===== src/rtl/gpr_debug_port_if.sv =====
// Debug command/response channels of gpr_debug_port: host drives commands
// (master), the controller accepts them and returns responses (slave).
interface gpr_debug_port_if #(
  parameter int N = 8
);
  logic         cmd_valid;
  logic         cmd_ready;
  logic [1:0]   cmd_op;
  logic [4:0]   cmd_addr;
  logic [N-1:0] cmd_wdata;
  logic         rsp_valid;
  logic         rsp_ready;
  logic [N-1:0] rsp_data;
  logic         rsp_err;

  modport master (
    output cmd_valid, cmd_op, cmd_addr, cmd_wdata, rsp_ready,
    input  cmd_ready, rsp_valid, rsp_data, rsp_err
  );

  modport slave (
    input  cmd_valid, cmd_op, cmd_addr, cmd_wdata, rsp_ready,
    output cmd_ready, rsp_valid, rsp_data, rsp_err
  );
endinterface


===== src/rtl/gpr_debug_port.sv =====
// Debug/host access controller muxed in front of the core writeback into the GPR file.
// Define REGDBG_CLEAR_EN to build the clear-all sweep (op 10); otherwise op 10 is rejected.
module gpr_debug_port #(
  parameter int N = 8
) (
  input  logic            clk,
  input  logic            reset,
  gpr_debug_port_if.slave dbg,
  output logic            busy,
  input  logic            core_we,
  input  logic [4:0]      core_addr,
  input  logic [N-1:0]    core_wdata,
  output logic            rf_we,
  output logic [4:0]      rf_addr,
  output logic [N-1:0]    rf_wdata,
  input  logic [N-1:0]    rf_rdata
);
  // state | meaning
  // IDLE  | waiting for a command, cmd_ready high
  // EXEC  | perform read/write or start the clear; stalls while core_we
  // CLR   | sweep zeros into r1..r31, holding while core_we
  // RESP  | response held until rsp_ready
  localparam logic [1:0] S_IDLE = 2'd0;
  localparam logic [1:0] S_EXEC = 2'd1;
`ifdef REGDBG_CLEAR_EN
  localparam logic [1:0] S_CLR  = 2'd2;
`endif
  localparam logic [1:0] S_RESP = 2'd3;

  localparam logic [1:0] OP_RD  = 2'd0;
  localparam logic [1:0] OP_WR  = 2'd1;
  localparam logic [1:0] OP_CLR = 2'd2;

  logic [1:0]   state;
  logic [1:0]   op_q;
  logic [4:0]   addr_q;
  logic [N-1:0] wdata_q;
  logic [N-1:0] rsp_data_q;
  logic         rsp_err_q;
`ifdef REGDBG_CLEAR_EN
  logic [4:0]   clr_cnt;
`endif

  logic         dbg_we;
  logic [4:0]   dbg_addr;
  logic [N-1:0] dbg_wdata;

  assign dbg.cmd_ready = (state == S_IDLE);
  assign dbg.rsp_valid = (state == S_RESP);
  assign dbg.rsp_data  = rsp_data_q;
  assign dbg.rsp_err   = rsp_err_q;
  assign busy          = (state != S_IDLE);

  // Debug-side port request; r0 is never targeted (clear counter starts at 1).
  always_comb begin
    dbg_we    = 1'b0;
    dbg_addr  = addr_q;
    dbg_wdata = '0;
    if (state == S_EXEC && op_q == OP_WR && addr_q != 5'd0) begin
      dbg_we    = 1'b1;
      dbg_wdata = wdata_q;
    end
`ifdef REGDBG_CLEAR_EN
    if (state == S_CLR) begin
      dbg_we   = 1'b1;
      dbg_addr = clr_cnt;
    end
`endif
  end

  always_comb begin
    if (core_we) begin
      rf_we    = 1'b1;
      rf_addr  = core_addr;
      rf_wdata = core_wdata;
    end else begin
      rf_we    = dbg_we;
      rf_addr  = dbg_addr;
      rf_wdata = dbg_wdata;
    end
  end

  always_ff @(posedge clk or negedge reset) begin
    if (!reset) begin
      state      <= S_IDLE;
      op_q       <= 2'd0;
      addr_q     <= 5'd0;
      wdata_q    <= '0;
      rsp_data_q <= '0;
      rsp_err_q  <= 1'b0;
`ifdef REGDBG_CLEAR_EN
      clr_cnt    <= 5'd0;
`endif
    end else begin
      case (state)
        S_IDLE: begin
          if (dbg.cmd_valid) begin
            op_q      <= dbg.cmd_op;
            addr_q    <= dbg.cmd_addr;
            wdata_q   <= dbg.cmd_wdata;
            rsp_err_q <= 1'b0;
            state     <= S_EXEC;
          end
        end
        S_EXEC: begin
          if (!core_we) begin
            case (op_q)
              OP_RD: begin
                rsp_data_q <= rf_rdata;
                state      <= S_RESP;
              end
              OP_WR: begin
                if (addr_q == 5'd0) rsp_err_q <= 1'b1;
                state <= S_RESP;
              end
`ifdef REGDBG_CLEAR_EN
              OP_CLR: begin
                clr_cnt <= 5'd1;
                state   <= S_CLR;
              end
`endif
              default: begin
                rsp_err_q <= 1'b1;
                state     <= S_RESP;
              end
            endcase
          end
        end
`ifdef REGDBG_CLEAR_EN
        S_CLR: begin
          if (!core_we) begin
            clr_cnt <= clr_cnt + 5'd1;
            if (clr_cnt == 5'd31) state <= S_RESP;
          end
        end
`endif
        S_RESP: begin
          if (dbg.rsp_ready) begin
            rsp_data_q <= '0;
            rsp_err_q  <= 1'b0;
            state      <= S_IDLE;
          end
        end
        default: state <= S_IDLE;
      endcase
    end
  end
endmodule

===== src/flat_wrapper.sv =====
// flat-port wrapper written by rule: the top's interface ports become plain ports
module gpr_debug_port_flat 
#(
  parameter int N = 8
)
  (clk, reset, busy, core_we, core_addr, core_wdata, rf_we, rf_addr, rf_wdata, rf_rdata, dbg_cmd_valid, dbg_cmd_op, dbg_cmd_addr, dbg_cmd_wdata, dbg_rsp_ready, dbg_cmd_ready, dbg_rsp_valid, dbg_rsp_data, dbg_rsp_err);
  gpr_debug_port_if #(.N(N)) dbg_i ();
  input  logic clk;
  input  logic reset;
  output logic busy;
  input  logic core_we;
  input  logic [4:0] core_addr;
  input  logic [N-1:0] core_wdata;
  output logic rf_we;
  output logic [4:0] rf_addr;
  output logic [N-1:0] rf_wdata;
  input  logic [N-1:0] rf_rdata;
  input wire logic [$bits(dbg_i.cmd_valid)-1:0] dbg_cmd_valid;
  input wire logic [$bits(dbg_i.cmd_op)-1:0] dbg_cmd_op;
  input wire logic [$bits(dbg_i.cmd_addr)-1:0] dbg_cmd_addr;
  input wire logic [$bits(dbg_i.cmd_wdata)-1:0] dbg_cmd_wdata;
  input wire logic [$bits(dbg_i.rsp_ready)-1:0] dbg_rsp_ready;
  output wire logic [$bits(dbg_i.cmd_ready)-1:0] dbg_cmd_ready;
  output wire logic [$bits(dbg_i.rsp_valid)-1:0] dbg_rsp_valid;
  output wire logic [$bits(dbg_i.rsp_data)-1:0] dbg_rsp_data;
  output wire logic [$bits(dbg_i.rsp_err)-1:0] dbg_rsp_err;
  assign dbg_i.cmd_valid = dbg_cmd_valid;
  assign dbg_i.cmd_op = dbg_cmd_op;
  assign dbg_i.cmd_addr = dbg_cmd_addr;
  assign dbg_i.cmd_wdata = dbg_cmd_wdata;
  assign dbg_i.rsp_ready = dbg_rsp_ready;
  assign dbg_cmd_ready = dbg_i.cmd_ready;
  assign dbg_rsp_valid = dbg_i.rsp_valid;
  assign dbg_rsp_data = dbg_i.rsp_data;
  assign dbg_rsp_err = dbg_i.rsp_err;
  gpr_debug_port #(.N(N)) u_core (.clk(clk), .reset(reset), .dbg(dbg_i), .busy(busy), .core_we(core_we), .core_addr(core_addr), .core_wdata(core_wdata), .rf_we(rf_we), .rf_addr(rf_addr), .rf_wdata(rf_wdata), .rf_rdata(rf_rdata));
endmodule

===== config.mk =====
export PLATFORM = sky130hd
export DESIGN_NAME = gpr_debug_port_flat
export DESIGN_NICKNAME = d
export VERILOG_FILES = /design/src/rtl/gpr_debug_port_if.sv /design/src/rtl/gpr_debug_port.sv /design/src/flat_wrapper.sv
export SDC_FILE = /design/constraint.sdc
export NUM_CORES = 1
export LEC_CHECK = 0
export ABC_CLOCK_PERIOD_IN_PS = 1810
export CORE_MARGIN = 8
export CORE_UTILIZATION = 58
export CTS_BUF_LIST = sky130_fd_sc_hd__clkbuf_4 sky130_fd_sc_hd__clkbuf_8
export DETAILED_ROUTE_END_ITERATION = 10
export DONT_BUFFER_PORTS = 1
export GPL_TIMING_DRIVEN = 0
export HOLD_SLACK_MARGIN = 0.03
export PLACE_DENSITY = 0.8
export SKIP_CTS_REPAIR_TIMING = 1
export SLEW_MARGIN = 10
export SYNTH_ARGS = -nofsm -noshare
export SYNTH_HDL_FRONTEND = slang
export SYNTH_SLANG_ARGS = --single-unit

===== constraint.sdc =====
create_clock -name clk -period 1.81 [get_ports clk]
set_clock_uncertainty 0.2 [all_clocks]
set_input_delay 0.4525 -clock clk [delete_from_list [all_inputs] [get_ports clk]]
set_output_delay 0.4525 -clock clk [all_outputs]
set_load 0.02 [all_outputs]

# Yosys cells after proc, flatten, opt, wreduce, memory -nomap -nowiden
# Index checks and enable logic that the tools add are counted.
# Widths: inputs -> output; s select.
[totals] regBits=26 input_bits=41 out_inout_bits=26 word_cells=47
[op_classes] n_eq_ne=9 muxes=19 n_reduce_logical=13
[ops] operator="$mux 8" n=5
[ops] operator="$pmux 8 s2" n=1
[ops] operator="$ne 2x2->1 const B" n=5
[ops] operator="$mux 1" n=6
[ops] operator="$mux 2" n=3
[ops] operator="$pmux 2 s3" n=1
[ops] operator="$reduce_and 6->1" n=1
[ops] operator="$logic_not 5->1" n=1
[ops] operator="$mux 5" n=1
[ops] operator="$reduce_bool 5->1" n=1
[ops] operator="$eq 2x1->1 const B" n=2
[ops] operator="$logic_not 2->1" n=2
[ops] operator="$reduce_and 4->1" n=1
[ops] operator="$reduce_bool 2->1" n=2
[ops] operator="$ne 3x3->1 const B" n=1
[ops] operator="$pmux 1 s3" n=1
[ops] operator="$reduce_and 3->1" n=1
[ops] operator="$reduce_bool 3->1" n=1
[ops] operator="$eq 2x2->1 const B" n=1
[ops] operator="$logic_and 1x1->1" n=2
[ops] operator="$pmux 1 s2" n=1
[ops] operator="$reduce_and 2->1" n=1

# Depth between registers and ports, before layout
[logic_depth] depth_word=5 mapped_depth=6 ltp_nobuf=4

# Worst setup path before layout
# OpenSTA, ideal clock, no wires.
[synth_timing] path_type="reg-to-output" from="reg u_core.state[1]" to="out rf_wdata[0]" arrival_time_ps=1552 required_ps=1157 path_slack_ps=-394 stages_incl_launch_ff=7 path_buffers=2 cell_sequence="dfrtp_1 > buf_2 > nand4bb_1 > a21oi_1 > buf_2 > nand2_1 > o21ai_0"
[synth_via] elab_chain_len=5
[synth_rtl] item="from (decl)" line="gpr_debug_port.sv:34" source="logic [1:0] state;"
[synth_rtl] item="from (signal assigned)" line="gpr_debug_port.sv:85" source="state <= S_IDLE;"
[synth_rtl] item="from (signal assigned)" line="gpr_debug_port.sv:102" source="state <= S_EXEC;"
[synth_rtl] item="from (signal assigned)" line="gpr_debug_port.sv:110" source="state <= S_RESP;"
[synth_rtl] item="$eq 2x1->1" line="gpr_debug_port.sv:59" source="if (state == S_EXEC && op_q == OP_WR && addr_q != 5'd0) begin"
[synth_rtl] item="$logic_and 1x1->1 (2 in series)" line="gpr_debug_port.sv:59"
[synth_rtl] item="$mux 8" line="gpr_debug_port.sv:59"
[synth_rtl] item="$mux 8" line="gpr_debug_port.sv:72" source="if (core_we) begin"
[synth_rtl] item="to (decl)" line="flat_wrapper.sv:16" source="output logic [N-1:0] rf_wdata;"
# No other way between the ends.

# Worst setup path after layout
[layout_timing] from="reg u_core.state[1]" to="out rf_wdata[7]"
# Same word-level chain as after synthesis.

==> flow_results.org <==
** Global route
- The number of global-route vias before repair is 1047.
- Overall global routing resource usage :: 16.6%
- The initial antenna violation count is 0.
- Total global routing overflow :: 0
- Largest net degree at the start of global routing :: 27
- The first global-routing pass estimated about 5.3 mm of wire.

** Clock network
- Number of sinks driven by the clock tree :: 26
- After clock tree synthesis, the clock-pin slew on the worst setup and hold paths is 0.15 ns.
- Worst-Skew Late Latency :: between 0.3 and 0.4 ns
- Master cell of the clock root buffer :: sky130_fd_sc_hd__clkbuf_4
- Number of H-tree levels :: 1
- Counting along the longest clock path gives a buffer depth of 2.
- TritonCTS created 3 clock buffers.
- TritonCTS clock tree :: yes

** Finish
- Most frequent cells in the layout :: 28 x sky130_fd_sc_hd__nand2_1, 26 x sky130_fd_sc_hd__dfrtp_1, 18 x sky130_fd_sc_hd__mux2_2, 8 x sky130_fd_sc_hd__o21ai_4, 7 x sky130_fd_sc_hd__buf_4
- Finished Core Util :: about four fifths
- The number of antenna diodes in the final layout is 0.
- Leading cell type in the layout, fill and taps excluded :: sky130_fd_sc_hd__nand2_1
- Layout cell share with drive strength beyond 1 :: between 40% and 50%
- Layout net count :: roughly 190
- Area growth from synthesis to layout :: 31.9%
- Excluding fillers, the count of instances in the completed layout stands at 171.

** Timing
- Across all setup checks in the final design, the least slack found is -0.572 ns.
- The total count of max-transition violations in the final report is 0.
- Hold violation count in the final report :: 0
- Setup repair after global routing missed its margin :: yes
- Setup violations remaining at the end of the flow were counted as 20.
- Worst-case headroom to the max-slew limit :: 63.4%
- Final hold slack :: approximately 0.029 ns
- Final total negative setup slack :: -6.06 ns
- Share of the clock period used by the worst path :: 132%
- Transition time at the pin with the least slew margin :: 0.549 ns
- Max Clock Freq :: between 0.4 and 0.5 GHz
- Fin crit period :: ~2.4 ns

** Pwr
- Power spread over the standard cell area amounts to between 1500 and 2000 nW/um^2.
- The share of total power dissipated in combinational logic is 45.4%.
- The internal power of the cells totals 1.71 mW.
- The worst-case IR drop observed on VDD is 1.30 mV.
- Lkg Pwr :: 0.743 nW
- Of the total power, registers draw 40.7%.
- In this run the power spent charging and discharging nets is 1.20 mW.
- The share of total power dissipated in the clock network is 14.0%.
- Share of total power consumed by net switching :: approximately 41%

** Min path
- Number of stages on the worst hold path :: 2
- For hold timing, the worst endpoint is u_core.dbg.rsp_data[6].
- The worst hold path begins at rf_rdata[6].
- Class of the tightest hold or removal check :: in2reg

** Worst setup path
- Together, buffers and inverters on the worst path number 2.
- Worst Path Class, Setup :: reg2out
- Worst EP required :: 1.16 ns
- Library cell contributing the largest single delay on the critical path :: sky130_fd_sc_hd__dfrtp_1
- Setup slack of the worst register-to-register path :: -0.08 ns
- The largest single stage delay on the critical path is 0.42 ns.
- For the worst flop-to-flop path, the logic depth is 6.
- Along the worst path, the maximum fanout reaches 10.
- Reg2Reg Launch Point :: u_core.state[1]
- Family with the most delay on the worst path :: flip-flops
- By instance count, the cell type seen most on the critical path is sky130_fd_sc_hd__buf_6.
- Walking the worst path, the cells encountered are buf_6 > nand4bb_1 > a21oi_2 > buf_6 > nand2_1 > o21ai_4.
- Capturing point of the worst reg2reg path :: u_core.dbg.rsp_data[0]
- Endpoint kind of the worst setup timing path :: output pin
- Category of the worst setup path launch point :: flip-flop
- At the worst endpoint, the arrival time is 1.73 ns.

** Synthesis
- Yosys printed 0 warnings.
- Syn avg cell area :: 10.1 um^2
- In this run, synthesis produced a sequential element count of 26.
- Synth Instances :: 127
- In this run the cell area of the synthesized design comes to 1290 um^2.
- Counting every net in the synthesized netlist gives between 150 and 200.
- Count of distinct cell types in the synthesized netlist :: 24
- After synthesis, flip-flops and latches occupy 50.6% of the total area.

** Die
- The die covers 3980 um^2.
- Chip Width :: ~63 um
- IO Count :: between 60 and 70
- The floorplan has 17 rows.
- Core Footprint :: 2150 um^2
- For this configuration, the core starts out at a cell density of 59.9%.
- Die H :: 63.1 um

** Detailed routing
- For this run, design rule violations remaining after detail routing come to 0.
- Total Wirelength :: approximately 3.7 mm
- In this run, the number of DRC markers left after iteration 0 of detailed routing was 52.
- Routed via count :: about 1.0k
- Via density per instance :: ~6
- After detailed routing, the average wire length per cell comes to 21.5 um.
- Once detail routing completed, the nets flagged for antenna violations numbered 0.
- Number of optimization iterations in the first detailed-route pass :: 4

** Place
- In this run the tool buffered the top-level ports with 0 buffer cells.
- Placed Instances :: 155
- At the placement stage, the worst setup path has a slack of -0.216 ns.
- DP HPWL :: between 2 and 3 mm
- Last weighted congestion value of the routability-driven placer :: about 0.80

** Outcome
- Outcome :: finished with violations
- Failing checks :: negative setup slack

** Job
- Max capacitance violation total :: 0
## sequential cells by signal (all words and copies together), names as in the netlist
name	cells
u_core.dbg.rsp_data	8
u_core.wdata_q	8
u_core.addr_q	5
u_core.op_q	2
u_core.state	2
u_core.dbg.rsp_err	1
## worst reg2reg max path: cells and delay by family (launching register included)
family	cells	cell delay, ns
AO/OA/AOI/OAI	2	0.31
flip-flops	1	0.42
buffers and inverters	2	0.31
AND/OR/NAND/NOR	2	0.58
## stage by stage
stage | area, um^2 | power [mW]
2_1_floorplan | 1410 | 2.00
3_3_place_gp | 1440 | 2.15
3_5_place_dp | 1440 | 2.22
4_1_cts | 1490 | 2.61
5_1_grt | 1700 | 3.04
6_report | 1700 | 2.91
## Yosys cell counts
cell                         n  area [um^2]
sky130_fd_sc_hd__nand2_1    35          131
sky130_fd_sc_hd__dfrtp_1    26          651
sky130_fd_sc_hd__mux2_2     20          225
sky130_fd_sc_hd__o21ai_0     8         40.0
sky130_fd_sc_hd__o21ai_1     7         35.0
sky130_fd_sc_hd__inv_1       4         15.0
sky130_fd_sc_hd__nor2_1      4         15.0
sky130_fd_sc_hd__buf_2       3         15.0
sky130_fd_sc_hd__a21oi_1     2         10.0
sky130_fd_sc_hd__buf_6       2         22.5
sky130_fd_sc_hd__clkbuf_1    2         7.51
sky130_fd_sc_hd__o21ai_2     2         17.5
sky130_fd_sc_hd__a211oi_1    1         7.51
sky130_fd_sc_hd__a21o_1      1         7.51
sky130_fd_sc_hd__and3_1      1         6.26
sky130_fd_sc_hd__buf_4       1         7.51
sky130_fd_sc_hd__nand4bb_1   1         11.3
sky130_fd_sc_hd__nor3_1      1         5.00
sky130_fd_sc_hd__nor3b_4     1         18.8
sky130_fd_sc_hd__o22a_1      1         8.76
sky130_fd_sc_hd__o22ai_1     1         6.26
sky130_fd_sc_hd__o41ai_1     1         8.76
sky130_fd_sc_hd__or2_2       1         6.26
sky130_fd_sc_hd__or4_1       1         7.51
## worst max-delay path by stage
stage / start / slack [ns] / depth (start not counted) / end
finish: u_core.state[1] / -0.57 / 6 / rf_wdata[7]
global placement: u_core.state[1] / -0.15 / 6 / rf_wdata[0]
CTS: u_core.state[1] / -0.59 / 6 / rf_wdata[7]
floorplan: u_core.state[1] / -0.06 / 6 / rf_wdata[0]
detailed placement: u_core.state[1] / -0.22 / 6 / rf_wdata[7]
global route: u_core.state[1] / -0.67 / 6 / rf_wdata[7]
## area by class of cell
type | instances | area [um^2]
repair buffers | 12 | 131
plain buffers | 8 | 85.1
well taps | 28 | 35.0
fillers | 147 | 452
clock buffers | 3 | 22.5
inverters | 4 | 15.0
flip-flops and latches | 26 | 651
multi-input cells | 89 | 727
clock inverters | 1 | 30.0
## routing by layer
metal | GRT usage (%) | vias up | share of wire [%]
li1 | - | 462 | -
met1 | 16.8 | 501 | 36
met2 | 29.4 | 41 | 54
met3 | 7.60 | 6 | 8.3
met4 | 5.41 | 0 | 1.5
met5 | 0 | - | 0
## kinds of logic (layout without fill, tap and decap cells)
| logic type | after synthesis | in the layout | synth area share [%] |
|---|---|---|---|
| DFF | 26 | 26 | 50.6 |
| and+or+nand+nor | 45 | 45 | 15.7 |
| AOI/OAI and AO/OA | 24 | 24 | 11.0 |
| buffers and inverters | 12 | 28 | 5.25 |
| muxes | 20 | 20 | 17.5 |
## power by group through the flow
stage                     clock, mW  combinational, mW  sequential (mW)
final                         0.406               1.32             1.18
after global routing          0.429               1.40             1.21
after CTS                     0.404               1.05             1.16
after detailed placement          0               1.05             1.17
after global placement            0              0.996             1.15
after floorplan                   0              0.902             1.10
Power figures use the tool's default switching activity.
